## src/rtl/random_array_loader.sv

```systemverilog
// random_array_loader
//   Samples a W-bit pseudo-random stream and fills an N-entry array with it.
//   SKIP valid samples are discarded between accepted samples. The finished
//   array is held stable until the next start request.
//
//   Optional build macro: UNIQUE_VALUES_EN. When defined, a sample that
//   matches an entry already written is rejected, so the finished array
//   holds N distinct values.
//
// Ports:
//   clk        in   system clock (posedge)
//   rst        in   synchronous reset, active-low
//   start      in   request a new fill (ignored while filling)
//   rand_in    in   W-bit random value
//   rand_valid in   rand_in valid this cycle
//   array_flat out  N*W packed array; entry i at [i*W +: W]
//   wr_idx     out  entries written so far (0..N)
//   busy       out  high while filling
//   done       out  one-cycle pulse on the cycle the array becomes complete
//   ready      out  high while a complete array is held
module random_array_loader #(
  parameter int N    = 6,
  parameter int W    = 4,
  parameter int SKIP = 2
) (
  input  logic                       clk,
  input  logic                       rst,
  input  logic                       start,
  input  logic [W-1:0]               rand_in,
  input  logic                       rand_valid,
  output logic [N*W-1:0]             array_flat,
  output logic [$clog2(N+1)-1:0]     wr_idx,
  output logic                       busy,
  output logic                       done,
  output logic                       ready
);

  localparam int IW = $clog2(N + 1);
  localparam logic [3:0] SKIP_LD = 4'(SKIP);

  typedef enum logic [1:0] {
    IDLE = 2'd0,
    FILL = 2'd1,
    HOLD = 2'd2
  } state_t;

  state_t          state_q, state_d;
  logic [N*W-1:0]  array_q, array_d;
  logic [IW-1:0]   wr_idx_q, wr_idx_d;
  logic [3:0]      skip_q, skip_d;
  logic            busy_q, busy_d;
  logic            done_q, done_d;
  logic            ready_q, ready_d;

  logic [IW-1:0]   idx_inc;
  logic            dup;

  assign idx_inc = wr_idx_q + IW'(1);

`ifdef UNIQUE_VALUES_EN
  // Compare the incoming sample against every entry already written.
  logic [N-1:0] match;
  for (genvar gi = 0; gi < N; gi++) begin : g_match
    assign match[gi] = (IW'(gi) < wr_idx_q) && (array_q[gi*W +: W] == rand_in);
  end
  assign dup = |match;
`else
  assign dup = 1'b0;
`endif

  always_comb begin
    state_d  = state_q;
    array_d  = array_q;
    wr_idx_d = wr_idx_q;
    skip_d   = skip_q;
    busy_d   = busy_q;
    done_d   = 1'b0;
    ready_d  = ready_q;

    case (state_q)
      IDLE, HOLD: begin
        if (start) begin
          state_d  = FILL;
          array_d  = '0;
          wr_idx_d = '0;
          skip_d   = SKIP_LD;
          busy_d   = 1'b1;
          ready_d  = 1'b0;
        end
      end

      FILL: begin
        // start is deliberately not looked at here: a fill runs to completion.
        if (rand_valid) begin
          if (skip_q != 4'd0) begin
            skip_d = skip_q - 4'd1;
          end else begin
            // A rejected duplicate still costs a full skip interval.
            skip_d = SKIP_LD;
            if (!dup) begin
              for (int i = 0; i < N; i++) begin
                if (wr_idx_q == IW'(i)) begin
                  array_d[i*W +: W] = rand_in;
                end
              end
              wr_idx_d = idx_inc;
              if (idx_inc == IW'(N)) begin
                state_d = HOLD;
                done_d  = 1'b1;
                busy_d  = 1'b0;
                ready_d = 1'b1;
              end
            end
          end
        end
      end

      default: state_d = IDLE;
    endcase
  end

  always_ff @(posedge clk) begin
    if (!rst) begin
      state_q  <= IDLE;
      array_q  <= '0;
      wr_idx_q <= '0;
      skip_q   <= '0;
      busy_q   <= 1'b0;
      done_q   <= 1'b0;
      ready_q  <= 1'b0;
    end else begin
      state_q  <= state_d;
      array_q  <= array_d;
      wr_idx_q <= wr_idx_d;
      skip_q   <= skip_d;
      busy_q   <= busy_d;
      done_q   <= done_d;
      ready_q  <= ready_d;
    end
  end

  assign array_flat = array_q;
  assign wr_idx     = wr_idx_q;
  assign busy       = busy_q;
  assign done       = done_q;
  assign ready      = ready_q;

endmodule

```

## config.mk

```make
export PLATFORM = sky130hd
export DESIGN_NAME = random_array_loader
export DESIGN_NICKNAME = d
export VERILOG_FILES = /design/src/rtl/random_array_loader.sv
export SDC_FILE = /design/constraint.sdc
export NUM_CORES = 1
export LEC_CHECK = 0
export BUFFER_PORTS_ARGS = -buffer_cell sky130_fd_sc_hd__buf_2
export CORE_ASPECT_RATIO = 1.4
export CORE_MARGIN = 2
export CORE_UTILIZATION = 42
export CTS_BUF_LIST = sky130_fd_sc_hd__clkbuf_8
export CTS_CLUSTER_DIAMETER = 40
export DETAILED_ROUTE_END_ITERATION = 8
export MAX_ROUTING_LAYER = met4
export SKIP_LAST_GASP = 1
export SLEW_MARGIN = 40
export SYNTH_ARGS = -nofsm -noshare
export SYNTH_HDL_FRONTEND = slang
export SYNTH_SLANG_ARGS = --single-unit
```

## constraint.sdc

```tcl
create_clock -name clk -period 2 [get_ports clk]
set_input_delay 0.1 -clock clk [delete_from_list [all_inputs] [get_ports clk]]
set_output_delay 0.1 -clock clk [all_outputs]
set_load 0.02 [all_outputs]
```

==> flow_summary_export.csv <==
group,metric,value,unit
grt,grt_max_degree,24,
detailed_routing,ant_nets,0,
power_and_ir_drop,ir_drop,0.0003787,V
synth,syn_avg_cell_area,8.923,um2
cts,cts_setup_buffers,0,
grt,antenna_found_initial,0,
synth,ys_ff_latch,36,
timing,fmax,557.3,MHz
flow_run,drv_cap,0,
setup_path,r2r_end,"array_flat[2]$_SDFFE_PN0P_",
die,io_pins,38,
cts,numClockSinks,36,
synth,synth_edf_count,0,
setup_path,ff2ff_path_depth,5,
timing,hold_viol,0,
detailed_routing,dr.pass1.iters,4,
die,start_util,43.51,%
setup_path,slowest_stage,"or3b_1",
detailed_routing,vias,1685,
detailed_routing,drcViolationCount,0,
timing,tns,0,ps
timing,tightest_slew,464.4,ps
synth,synth_warnings,0,
cts,ctsRootBufferMaster,"clkbuf_8",
setup_path,crit_required,2210,ps
synth,synth_top_area_cell,"dfxtp_1",
cts,clk_pin_slew,70,ps
synth,synth_cell_types,38,
power_and_ir_drop,power_switching,403.2,uW
power_and_ir_drop,switching_share,27.36,%
timing,grt_setup_unrepaired,"false",
power_and_ir_drop,comb_power_share,13.6,%
synth,synth_top_family_by_area,"simple AND/OR/NAND/NOR gates",
die,core,4204,um2
min_path,hold_path.class,"in -> reg",
cts,clkLatencyLatePin,290,ps
power_and_ir_drop,cellPowerDensity,683.6,nW/um2
setup_path,cpPeakStageDelay,500,ps
timing,finalClockSkew,7.628,ps
synth,synth_compound_area_share,17.51,%
synth,synth.net_count,221,
synth,yosysMostFrequentCell,"dfxtp_1",
detailed_routing,routedWlPerCell,15.96,um
detailed_routing,totalWireLength,4565,um
die,fp.dieH,82.09,um
grt,met1_usage,26.27,%
placed_design,dp_slack,203.7,ps
detailed_routing,drt_iter0_markers,82,
synth,synth.area.mux_share,1.642,%
synth,synth_xor_area_share,0,%
setup_path,timing.rr.start,"skip_q[0]$_SDFFE_PN0P_",
placed_design,gp_congestion,0.8484,
synth,synthTopCellsByCount,"dfxtp_1, nand2_1, nand4_1",
timing,period_needed,1794,ps
grt,overflow,0,
power_and_ir_drop,clkPwrFrac,36.3,%
placed_design,place_hpwl,3272,um
synth,synth_seq_area_share,39.40,%
synth,netlist_instances,205,
finish,fin_util,51.28,%
setup_path,crit_start,"skip_q[0]$_SDFFE_PN0P_",
grt,grt_pass1_wl,7334,um
finish,fill_cells,423,
timing,hold_ws,47.95,ps
cts,cts_buffer_depth,2,
synth,async_flop_share,0,%
grt,grt_use_total,20.05,%
run_status,outcome,"complete, no violations",
synth,synthAdderAreaFrac,5.472,%
synth,synth_area,1829,um2
synth,synthFlopType,"dfxtp_1",
timing,fin_ws,205.6,ps
timing,maxSlewViolCount,0,
grt,busiest_layer,"met2",
detailed_routing,via_per_inst,5.892,
power_and_ir_drop,internal_power,1.071,mW
cts,cts_resized,0,
synth,synth_simple_gate_area_share,29.55,%
finish,area_growth,17.85,%
synth,synth_top_area_share,39.40,%
cts,cts_tree,"yes",
setup_path,crit_chain,"inv_1 > ha_1 > or3b_1 > or3_4 > o221ai_1",
finish,drive_above_1_share,24.90,%
die,dieArea,4907,um2
die,die_w,59.78,um
placed_design,numPortBuffers,37,
timing,setup_violations,0,
cts,cts_made_buffers,5,
setup_path,critPathKind,"reg -> reg",
setup_path,crit_fanout,9,
setup_path,worstPathArrival,2000,ps
die,rows,28,
power_and_ir_drop,p_seq_share,50.1,%
setup_path,cp-endpoint,"array_flat[2]$_SDFFE_PN0P_",
grt,grt_pass1_vias,1448,
setup_path,crit_path_end_kind,"flop",
grt,use_met3,3.780,%
setup_path,rrSetupSlack,210,ps
timing,timing.final.crit_share,89.72,%
setup_path,start_kind,"flop",
finish,antennaDiodeCount,0,
synth,synthTopCellsByArea,"dfxtp_1, o221ai_1, nand4_1, ha_1, nand2_1",
grt,globalRouteMet2Util,30.65,%
timing,slew_headroom,69.04,%
cts,cts_hold_buf,0,
cts,htreeDepth,2,
finish,layout.nets,256,
power_and_ir_drop,leakagePower,0.9313,nW
worst min path at each step:
| stage | from | to | slack [ps] | cells after the start |
|---|---|---|---|---|
| 5_1_grt | rand_valid | state_q[0]$_SDFFE_PN0P_ | 60 | 2 |
| 6_report | rand_valid | state_q[0]$_SDFFE_PN0P_ | 50 | 2 |
| 4_1_cts | rand_valid | state_q[0]$_SDFFE_PN0P_ | 40 | 2 |
| 3_5_place_dp | rand_valid | state_q[0]$_SDFFE_PN0P_ | 340 | 2 |
| 2_1_floorplan | rand_valid | state_q[0]$_SDFFE_PN0P_ | 200 | 1 |
| 3_3_place_gp | rand_valid | state_q[0]$_SDFFE_PN0P_ | 340 | 2 |
power by group through the flow:
stage	registers, mW	logic [mW]	clock network [mW]
2_1_floorplan	0.763	0.135	0
3_3_place_gp	0.756	0.198	0
3_5_place_dp	0.756	0.199	0
4_1_cts	0.739	0.200	0.551
5_1_grt	0.741	0.218	0.579
6_report	0.739	0.200	0.535
state kept, by name, indices dropped and copies added (netlist names):
| signal | cells |
|---|---|
| wr_idx | 3 |
| state_q | 2 |
| skip_q | 4 |
| array_flat | 24 |
| done | 1 |
| ready | 1 |
| busy | 1 |
worst max-delay path: cells and delay by family, from the launching register on:
kind,cells,cell delay (ps)
buffers and inverters,1,80
and+or+nand+nor,2,930
DFF,1,330
adders and majority gates,1,180
AOI/OAI and AO/OA,1,190
metal layers:
| metal | wire length (um) | up-vias |
|---|---|---|
| li1 | - | 845 |
| met5 | 0 | - |
| met3 | 179 | 7 |
| met4 | 57 | 0 |
| met2 | 2239 | 46 |
| met1 | 2089 | 787 |
stage by stage:
step                      instance area (um2)  total power, mW  std cells
after global placement                   2063           0.9537        278
final                                    2156            1.474        286
after global routing                     2156            1.538        286
after floorplan                          1829           0.8980        205
after CTS                                2156            1.490        286
after detailed placement                 2063           0.9551        278
cell usage in the layout (no fill, tap or decap), drive strengths merged, types with 5 or more instances in the layout:
| cell type | instances |
|---|---|
| buf | 45 |
| dfxtp | 36 |
| nand2 | 26 |
| nand4 | 20 |
| o221ai | 20 |
| inv | 10 |
| nand3 | 10 |
| and3 | 8 |
| ha | 8 |
| or3 | 7 |
| nand2b | 6 |
| clkbuf | 6 |
| nor3 | 5 |
cell type report:
cell class	count	area [um2]	share of cell area (%)
clock inverter	2	10.01	0.4643
sequential	36	720.7	33.43
clock buffer	6	82.58	3.831
tap	45	56.30	2.612
inverter	10	37.54	1.741
timing repair buffer	45	257.7	11.96
multi-input combinational	142	991.0	45.97
cell families (layout without fill, tap and decap cells):
kind of cell               after synthesis  count (layout)
DFF                                     36              36
muxes                                    3               3
buffers and inverters                   27              63
adders and majority gates                8               8
AOI/OAI and AO/OA                       37              37
and+or+nand+nor                         94              94
(Power assumes the default switching activity.)
